$ cat config.mk
export PLATFORM = sky130hd
export DESIGN_NAME = imem_boot_loader_flat
export DESIGN_NICKNAME = d
export VERILOG_FILES = /design/src/rtl/imem_boot_loader_if.sv /design/src/rtl/imem_boot_loader.sv /design/src/flat_wrapper.sv
export SDC_FILE = /design/constraint.sdc
export NUM_CORES = 1
export LEC_CHECK = 0
export CORE_MARGIN = 4
export CORE_UTILIZATION = 25
export CTS_BUF_LIST = sky130_fd_sc_hd__clkbuf_2 sky130_fd_sc_hd__clkbuf_4 sky130_fd_sc_hd__clkbuf_8
export CTS_CLUSTER_DIAMETER = 150
export CTS_CLUSTER_SIZE = 10
export DETAILED_ROUTE_END_ITERATION = 10
export MAX_ROUTING_LAYER = met4
export PLACE_DENSITY = 0.39
export SLEW_MARGIN = 30
export SYNTH_ARGS = -nofsm -noshare
export SYNTH_HDL_FRONTEND = slang
export SYNTH_SLANG_ARGS = --single-unit
$ cat constraint.sdc
create_clock -name clk -period 3.1 [get_ports clk]
set_input_delay 0.62 -clock clk [delete_from_list [all_inputs] [get_ports clk]]
set_output_delay 0.62 -clock clk [all_outputs]
set_load 0.02 [all_outputs]
$ cat src/rtl/imem_boot_loader_if.sv
// Byte-link and instruction-memory write signals of the boot loader.
//   byte_valid/byte_data/byte_ready : host byte stream, valid/ready handshake
//   imem_we/imem_addr/imem_wdata    : instruction-memory write port
// The master modport is the environment (byte source, memory); the slave
// modport is the loader itself.
interface imem_boot_loader_if;
  logic        byte_valid;
  logic [7:0]  byte_data;
  logic        byte_ready;
  logic        imem_we;
  logic [15:0] imem_addr;
  logic [15:0] imem_wdata;

  modport master (
    output byte_valid, byte_data,
    input  byte_ready, imem_we, imem_addr, imem_wdata
  );

  modport slave (
    input  byte_valid, byte_data,
    output byte_ready, imem_we, imem_addr, imem_wdata
  );
endinterface

$ cat src/rtl/imem_boot_loader.sv
// Instruction-memory boot loader: receives a framed byte stream
// (LEN_HI, LEN_LO, N x {HI, LO}, CHK), writes each 16-bit word to
// instruction memory at byte addresses BASE_ADDR, +2, +4, ... and keeps
// the CPU in reset until a frame with a zero 8-bit byte sum has loaded.
// Ports:
//   clk, rst      : clock, asynchronous active-low reset
//   start         : single-cycle pulse arming the loader for a new frame
//   link          : byte stream in + instruction-memory write port out
//   cpu_hold      : high keeps the CPU in reset
//   busy          : frame in progress
//   done / error  : sticky frame-accepted / frame-rejected flags
//   words_loaded  : words written in the current frame
module imem_boot_loader #(
  parameter logic [15:0] BASE_ADDR = 16'h0000,
  parameter int unsigned MAX_WORDS = 256
) (
  input  logic                clk,
  input  logic                rst,
  input  logic                start,
  imem_boot_loader_if.slave   link,
  output logic                cpu_hold,
  output logic                busy,
  output logic                done,
  output logic                error,
  output logic [15:0]         words_loaded
);

  localparam int unsigned BYTE_W = 8;
  localparam int unsigned WORD_W = 16;

  typedef enum logic [3:0] {
    IDLE, LEN_H, LEN_L, W_HI, W_LO, WRITE, CHK, DONE, ERR
  } state_t;

  state_t              state, state_n;
  logic [WORD_W-1:0]   len_q, len_n;
  logic [BYTE_W-1:0]   acc_q, acc_n;
  logic [WORD_W-1:0]   addr_q, addr_n;
  logic [WORD_W-1:0]   wdata_q, wdata_n;
  logic                byte_ready_q, byte_ready_n;
  logic                imem_we_q, imem_we_n;
  logic                cpu_hold_n, busy_n, done_n, error_n;
  logic [WORD_W-1:0]   words_n;
  logic                xfer;
  logic                arm;
  logic [BYTE_W-1:0]   acc_sum;
  logic [WORD_W-1:0]   len_full;
  logic [WORD_W-1:0]   words_inc;

  assign link.byte_ready = byte_ready_q;
  assign link.imem_we    = imem_we_q;
  assign link.imem_addr  = addr_q;
  assign link.imem_wdata = wdata_q;

  // A byte moves only when the registered ready meets the source's valid.
  assign xfer      = link.byte_valid && byte_ready_q;
  assign acc_sum   = BYTE_W'(acc_q + link.byte_data);
  assign len_full  = {len_q[WORD_W-1:BYTE_W], link.byte_data};
  assign words_inc = WORD_W'(words_loaded + 16'd1);

  // State and all registered outputs.
  always_ff @(posedge clk or negedge rst) begin
    if (!rst) begin
      state        <= IDLE;
      len_q        <= '0;
      acc_q        <= '0;
      addr_q       <= BASE_ADDR;
      wdata_q      <= '0;
      byte_ready_q <= 1'b0;
      imem_we_q    <= 1'b0;
      cpu_hold     <= 1'b1;
      busy         <= 1'b0;
      done         <= 1'b0;
      error        <= 1'b0;
      words_loaded <= '0;
    end else begin
      state        <= state_n;
      len_q        <= len_n;
      acc_q        <= acc_n;
      addr_q       <= addr_n;
      wdata_q      <= wdata_n;
      byte_ready_q <= byte_ready_n;
      imem_we_q    <= imem_we_n;
      cpu_hold     <= cpu_hold_n;
      busy         <= busy_n;
      done         <= done_n;
      error        <= error_n;
      words_loaded <= words_n;
    end
  end

  // Next-state and next-output logic.
  always_comb begin
    state_n    = state;
    len_n      = len_q;
    acc_n      = acc_q;
    addr_n     = addr_q;
    wdata_n    = wdata_q;
    cpu_hold_n = cpu_hold;
    busy_n     = busy;
    done_n     = done;
    error_n    = error;
    words_n    = words_loaded;
    arm        = 1'b0;

    case (state)
      IDLE: arm = start;

      LEN_H: if (xfer) begin
        len_n[WORD_W-1:BYTE_W] = link.byte_data;
        acc_n   = acc_sum;
        state_n = LEN_L;
      end

      LEN_L: if (xfer) begin
        len_n = len_full;
        acc_n = acc_sum;
        if (32'(len_full) > MAX_WORDS) state_n = ERR;
        else if (len_full == '0)       state_n = CHK;
        else                           state_n = W_HI;
      end

      W_HI: if (xfer) begin
        wdata_n[WORD_W-1:BYTE_W] = link.byte_data;
        acc_n   = acc_sum;
        state_n = W_LO;
      end

      W_LO: if (xfer) begin
        wdata_n[BYTE_W-1:0] = link.byte_data;
        acc_n   = acc_sum;
        state_n = WRITE;
      end

      // Strobe cycle; address and count advance as the state is left.
      WRITE: begin
        addr_n  = WORD_W'(addr_q + 16'd2);
        words_n = words_inc;
        state_n = (words_inc == len_q) ? CHK : W_HI;
      end

      CHK: if (xfer) begin
        acc_n   = acc_sum;
        state_n = (acc_sum == '0) ? DONE : ERR;
      end

      // Flags settle one cycle after the terminal state is entered.
      DONE: begin
        busy_n     = 1'b0;
        done_n     = 1'b1;
        cpu_hold_n = 1'b0;
        arm        = start;
      end

      ERR: begin
        busy_n     = 1'b0;
        error_n    = 1'b1;
        cpu_hold_n = 1'b1;
        arm        = start;
      end

      default: state_n = IDLE;
    endcase

    // Arming overrides the terminal-state flag updates above.
    if (arm) begin
      state_n    = LEN_H;
      busy_n     = 1'b1;
      done_n     = 1'b0;
      error_n    = 1'b0;
      words_n    = '0;
      addr_n     = BASE_ADDR;
      acc_n      = '0;
      cpu_hold_n = 1'b1;
    end

    // Ready and strobe follow the state being entered, so WRITE never
    // accepts a byte and the strobe lands in the cycle after the LO byte.
    byte_ready_n = (state_n == LEN_H) || (state_n == LEN_L) ||
                   (state_n == W_HI)  || (state_n == W_LO)  ||
                   (state_n == CHK);
    imem_we_n    = (state_n == WRITE);
  end

endmodule

$ cat src/flat_wrapper.sv
// flat-port wrapper written by rule: the top's interface ports become plain ports
module imem_boot_loader_flat 
#(
  parameter logic [15:0] BASE_ADDR = 16'h0000,
  parameter int unsigned MAX_WORDS = 256
)
  (clk, rst, start, cpu_hold, busy, done, error, words_loaded, link_byte_valid, link_byte_data, link_byte_ready, link_imem_we, link_imem_addr, link_imem_wdata);
  imem_boot_loader_if link_i ();
  input  logic clk;
  input  logic rst;
  input  logic start;
  output logic cpu_hold;
  output logic busy;
  output logic done;
  output logic error;
  output logic [15:0] words_loaded;
  input wire logic [$bits(link_i.byte_valid)-1:0] link_byte_valid;
  input wire logic [$bits(link_i.byte_data)-1:0] link_byte_data;
  output wire logic [$bits(link_i.byte_ready)-1:0] link_byte_ready;
  output wire logic [$bits(link_i.imem_we)-1:0] link_imem_we;
  output wire logic [$bits(link_i.imem_addr)-1:0] link_imem_addr;
  output wire logic [$bits(link_i.imem_wdata)-1:0] link_imem_wdata;
  assign link_i.byte_valid = link_byte_valid;
  assign link_i.byte_data = link_byte_data;
  assign link_byte_ready = link_i.byte_ready;
  assign link_imem_we = link_i.imem_we;
  assign link_imem_addr = link_i.imem_addr;
  assign link_imem_wdata = link_i.imem_wdata;
  imem_boot_loader #(.BASE_ADDR(BASE_ADDR), .MAX_WORDS(MAX_WORDS)) u_core (.clk(clk), .rst(rst), .start(start), .link(link_i), .cpu_hold(cpu_hold), .busy(busy), .done(done), .error(error), .words_loaded(words_loaded));
endmodule
-- Word level (Yosys, flattened, before mapping)
Index checks and enable logic that the tools add are counted.
- multiplexer cells: 29
- reductions and logical operators: 23
- div/mod/pow operators: 0
- shift-type cells: 0
- bitwise operators: 1
- $mul: 0
- order comparisons: 1
- equal/unequal tests: 15
- add/sub/neg operators: 3
- operators by type and width (operator ; count):
    16-bit two-way mux ; 4
    4-bit two-way mux ; 8
    8-bit two-way mux ; 4
    4-bit by 3-bit equality test with 1-bit output (second input constant) ; 7
    4-bit case mux with 7 select lines ; 1
    16-bit by 1-bit adder with 16-bit output (second input constant) ; 1
    16-bit by 2-bit adder with 16-bit output (second input constant) ; 1
    16-bit equality test ; 1
    4-bit by 2-bit equality test with 1-bit output (second input constant) ; 4
    16-bit by 9-bit greater-than comparator with 1-bit output (second input constant) ; 1
    16-bit logical NOT ; 1
    8-bit case mux with 2 select lines ; 1
    2-bit nonzero test ; 6
    8-bit adder ; 1
    4-bit by 1-bit equality test with 1-bit output (second input constant) ; 2
    8-bit logical NOT ; 1
    1-bit two-way mux ; 8
    2-bit AND reduction ; 4
    3-bit two-way mux ; 2
    5-bit OR reduction ; 1
    4-bit equality test (second input constant) ; 1
    4-bit logical NOT ; 1
    1-bit logical OR ; 4
    3-bit AND reduction ; 1
    other kinds (6) ; 6
- flip-flop bits (word level): 82
- ROM bits: 0
- latch bits: 0
- bits of input ports: 12
- logic and storage cells: 86
- memories kept: 0
- memory bits (writable): 0
- output and inout port bits: 54

-- Longest topological paths before layout
- word-level depth: 11
- mapped depth: 10
- mapped depth without buffers: 10

-- Worst setup path after synthesis
No wires, ideal clock.
- path kind: input to register
- start: in link_byte_data[0]
- end: reg u_core.byte_ready_q (netlist: u_core.link.byte_ready)
- setup time: 0.094 ns
- path buffers: 0
- data arrival time: 2.871 ns
- setup slack: 0.135 ns
- data required time: 3.006 ns
- stages on the path: 10
- cells stage by stage: ha_1 fa_1 a211o_1 a21oi_1 o221ai_1 nor4_1 nand2_1 o41a_1 a31o_1 a221oi_2
- cells in the longest elaborated chain, start to end: 11
- elaborated cells on any way between the ends: 20
- those cells by class: add/sub: 1; order compare: 1; eq/ne: 5; mux: 7; reduce/logical: 6
- ends and longest elaborated chain (element ; RTL line ; RTL):
    start, declared ; flat_wrapper.sv:18 ; input wire logic [$bits(link_i.byte_data)-1:0] link_byte_data;
    8-bit adder or 16-bit logical NOT (tied branches) ; imem_boot_loader.sv:57, imem_boot_loader.sv:119 ;
    8-bit logical NOT or 3-bit two-way mux (tied branches) ; imem_boot_loader.sv:144, imem_boot_loader.sv:119 ;
    4-bit two-way mux, on equally long branches ; imem_boot_loader.sv:144, imem_boot_loader.sv:118 ;
    4-bit two-way mux, on equally long branches ; imem_boot_loader.sv:142, imem_boot_loader.sv:115 ;
    4-bit case mux with 7 select lines (*) ; imem_boot_loader.sv:106 ; case (state)
    4-bit two-way mux (*) ; imem_boot_loader.sv:166 ; if (arm) begin
    4-bit by 1-bit equality test with 1-bit output or 4-bit by 2-bit equality test with 1-bit output (tied branches) ; imem_boot_loader.sv:179 ; byte_ready_n = (state_n == LEN_H) || (state_n == LEN_L) ||
    1-bit logical OR (2 in a row) ; imem_boot_loader.sv:179 ;
    1-bit logical OR ; imem_boot_loader.sv:180 ; (state_n == W_HI) || (state_n == W_LO) ||
    1-bit logical OR (*) ; imem_boot_loader.sv:180 ;
    via u_core.byte_ready_n ; imem_boot_loader.sv:40 ; logic byte_ready_q, byte_ready_n;
    end signal, assigned ; imem_boot_loader.sv:82 ; byte_ready_q <= byte_ready_n;
    end, declared ; imem_boot_loader.sv:40 ;
Mark *: on every way through the listed nets, which the timed path passes. The rest lies on a longest branch.
A chain may end at the register's enable or synchronous reset.

-- Worst setup path in the final report
- start: in link_byte_data[1]
- end: reg u_core.byte_ready_q (netlist: u_core.link.byte_ready)
The elaborated chain is that of the path after synthesis.

==> qor.yml <==
status:
  status: "complete, no violations"
pwr:
  p_total_mw: 4.730
  power_density_mw_per_mm2: 775.7
  vdd_drop_max_mv: 0.3408
  p_leak_nw: 2.606
floorplan:
  fp-row-count: 49
  core-area_mm2: 0.01802
  io_pins: 66
  initial_core_util_pct: 25.54
  dieArea_mm2: 0.02065
  fp.dieW_um: 143.7
  die_h_um: 143.7
place:
  io_buffers: 64
  detailed_place_hpwl_mm: 9.572
  dp_slack_ps: -855.9
  gp_congestion: 0.8184
  dp.cells: 806
route:
  vias_per_cell: 4.892
  drt_iter0_markers: 276
  drc: 0
  totalWireLength_mm: 13.71
  firstDrtPassIters: 5
  postRouteAntennaNets: 0
  wl_per_cell_um: 16.65
  route.vias.total: 4026
setup_path:
  critical_path_peak_fanout: 4
  setup.worst_path.class: "input port to flip-flop"
  required_ps: 3380
  cp-start-kind: "input port"
  arrival_ps: 3240
  endpoint_kind: "flip-flop"
job:
  max_cap_violations: 0
finish:
  stdcell_count: 823
  fin_nets: 611
  final_util_pct: 33.83
  drive_gt1_share_pct: 19.36
  diodes: 0
  syn_to_final_growth_pct: 32.45
timing:
  max-slew-margin-rel_pct: 48.42
  fin_crit_sh_pct: 95.46
  worst_slew_pin_slew_ps: 773.6
  slew_violations: 0
  setup_violations: 0
  rsz0062_at_grt: "no"
  clock_skew_ps: 10.01
  fin_crit_ps: 2959
  fmax_mhz: 337.9
  tns_ps: 0
  setup_slack_ps: 140.8
  hold_violations: 0
yosys:
  synth_cells: 490
  synth_flop_cell: "dfrtp_1"
  yosysMostFrequentCell: "dfrtp_1"
  ys_ff_latch: 81
  synth_top_family_by_area: "simple AND/OR/NAND/NOR gates"
  synth.top_cell.area_share_pct: 43.49
  synth_edf_count: 0
  syn_nets: 512
  synth_async_sr_flop_share_pct: 100.0
  synthMuxAreaShare_pct: 5.871
  synth_top_cell_by_area: "dfrtp_1"
  synth_cell_type_count: 62
  syn_area_mm2: 0.004603
  synth-seq-area-share_pct: 44.06
  synthXorXnorAreaFrac_pct: 6.089
  yosys.area_share.adder_pct: 2.881
  syn_area_per_cell_um2: 9.394
  synth_compound_area_share_pct: 16.15
  yosys.area_share.simple_pct: 21.83
  yosys_warnings: 0
  synth_commonest_cells: "dfrtp_1, nand2_1, nor2_1"
  synth_area_leaders: "dfrtp_1, mux2_2, nand2_1, nor2_1, o21ai_0"
global_routing:
  grt_pass1_vias: 3959
  grtUsageTotal_pct: 14.03
  grt_first_pass_wirelength_mm: 21.98
  antenna_found_initial: 0
  grt_overflow_total: 0
  grt_max_degree: 82
clock_network:
  cts_buffers: 9
  cts_tree: "built"
  clk-insertion-delay-late_ps: 380
  cts_buffer_depth: 2
  h-tree-depth: 3
  cts_root_buffer: "clkbuf_8"
  clock-sinks: 81
  path_clk_slew_ps: 90
hold_path:
  hold_path_class: "input port to asynchronous set/reset pin"
[cells by family (layout without fill, tap and decap cells)]
logic type,after synthesis,in the layout
AND/OR/NAND/NOR,202,202
AO/OA/AOI/OAI,108,108
flip-flops,81,81
XOR/XNOR,32,32
buffers and inverters,32,136
multiplexers,24,24
adder cells (fa/ha/maj),10,10
other,1,1
[cell usage in the layout, fill, tap and decap left out, drive strengths merged, types with 3 or more instances in the layout]
cell           synthesis  layout
xnor2                 11      11
clkdlybuf4s50          0      62
buf                    8      49
nor3                  12      12
o311ai                 3       3
o21a                   4       4
nand4                 10      10
xor2                  21      21
and3                   5       5
inv                    7       9
mux2                  24      24
or4                    3       3
and4                   3       3
nand2                 64      64
a21oi                 16      16
nor2b                  6       6
a31oi                  3       3
nand3                 15      15
o31ai                  4       4
dfrtp                 80      80
or3                    5       5
o21ai                 37      37
nor4                   9       9
or4b                   3       3
a211oi                 4       4
nor2                  51      51
ha                     9       9
clkinv                 1       3
a311oi                 3       3
a21o                   3       3
a22o                   9       9
and2                   4       4
clkbuf                16       9
nand2b                 5       5
[critical path, stage by stage]
cell and delay (ps):
clkdlybuf4s50_1 490, fa_2 430, a211o_1 340, nand4_1 140, o311ai_4 140, nor4_4 400
a31oi_1 150, o21ai_1 200, nor2_2 90, a221oi_2 240
[registers in the layout (all words and copies together), names as in the netlist, 4 cells and up]
name                    count
u_core.acc_q                8
u_core.len_q               16
u_core.words_loaded        16
u_core.link.imem_addr      15
u_core.state                4
u_core.link.imem_wdata     16
[metrics by stage]
stage               instance area [um^2]  hold slack [ps]
global route                        6097            354.9
detailed placement                  5774            471.0
CTS                                 6040            325.5
floorplan                           4603            324.4
global placement                    5771            464.9
finish                              6097            298.4
[per-layer routing]
layer | wire, um | part of all wire (%) | vias to the layer above | track usage [%]
met5 | 0 | 0 | - | -
met4 | 197 | 1.4 | 0 | 5.005
met3 | 433 | 3.2 | 17 | 2.163
met2 | 6363 | 46 | 83 | 21.63
met1 | 6713 | 49 | 1961 | 18.76
li1 | - | - | 1965 | -
[area by class of cell]
| class | instances | area, um^2 |
|---|---|---|
| clock buffer | 9 | 123.9 |
| clock inverter | 7 | 102.6 |
| timing repair buffer | 112 | 1005 |
| multi-input combinational | 377 | 2521 |
| fill | 1887 | 11930 |
| inverter | 8 | 30.03 |
| tap | 229 | 286.5 |
| sequential | 81 | 2028 |
[power breakdown]
group	internal [mW]	switching [mW]	leakage (nW)
registers	1.35	0.250	1.06
clock network	0.462	0.466	0.110
logic	1.08	1.12	1.43
[path summary, 6_finish.rpt]
path | from | endpoint | slack (ps) | depth (start not counted)
worst max register to register | u_core.words_loaded[2] | u_core.link.byte_ready | 310 | 9
worst min-delay path | rst | u_core.words_loaded[2] | 300 | 1
max in group asynchronous | rst | u_core.words_loaded[9] | 2300 | 1
worst min register to register | u_core.link.imem_wdata[1] | u_core.link.imem_wdata[1] | 490 | 2
worst max-delay path | link_byte_data[1] | u_core.link.byte_ready | 140 | 10
min in group clk | u_core.link.imem_wdata[1] | u_core.link.imem_wdata[1] | 490 | 2
[timing repair]
item	CTS	global route
pin swaps	2	4
gates cloned	0	0
buffers inserted	0	1
endpoints found under the hold margin	0	0
hold buffers	0	0
setup endpoints to repair	4	3
gates resized for setup	7	13
Power figures use the tool's default switching activity.
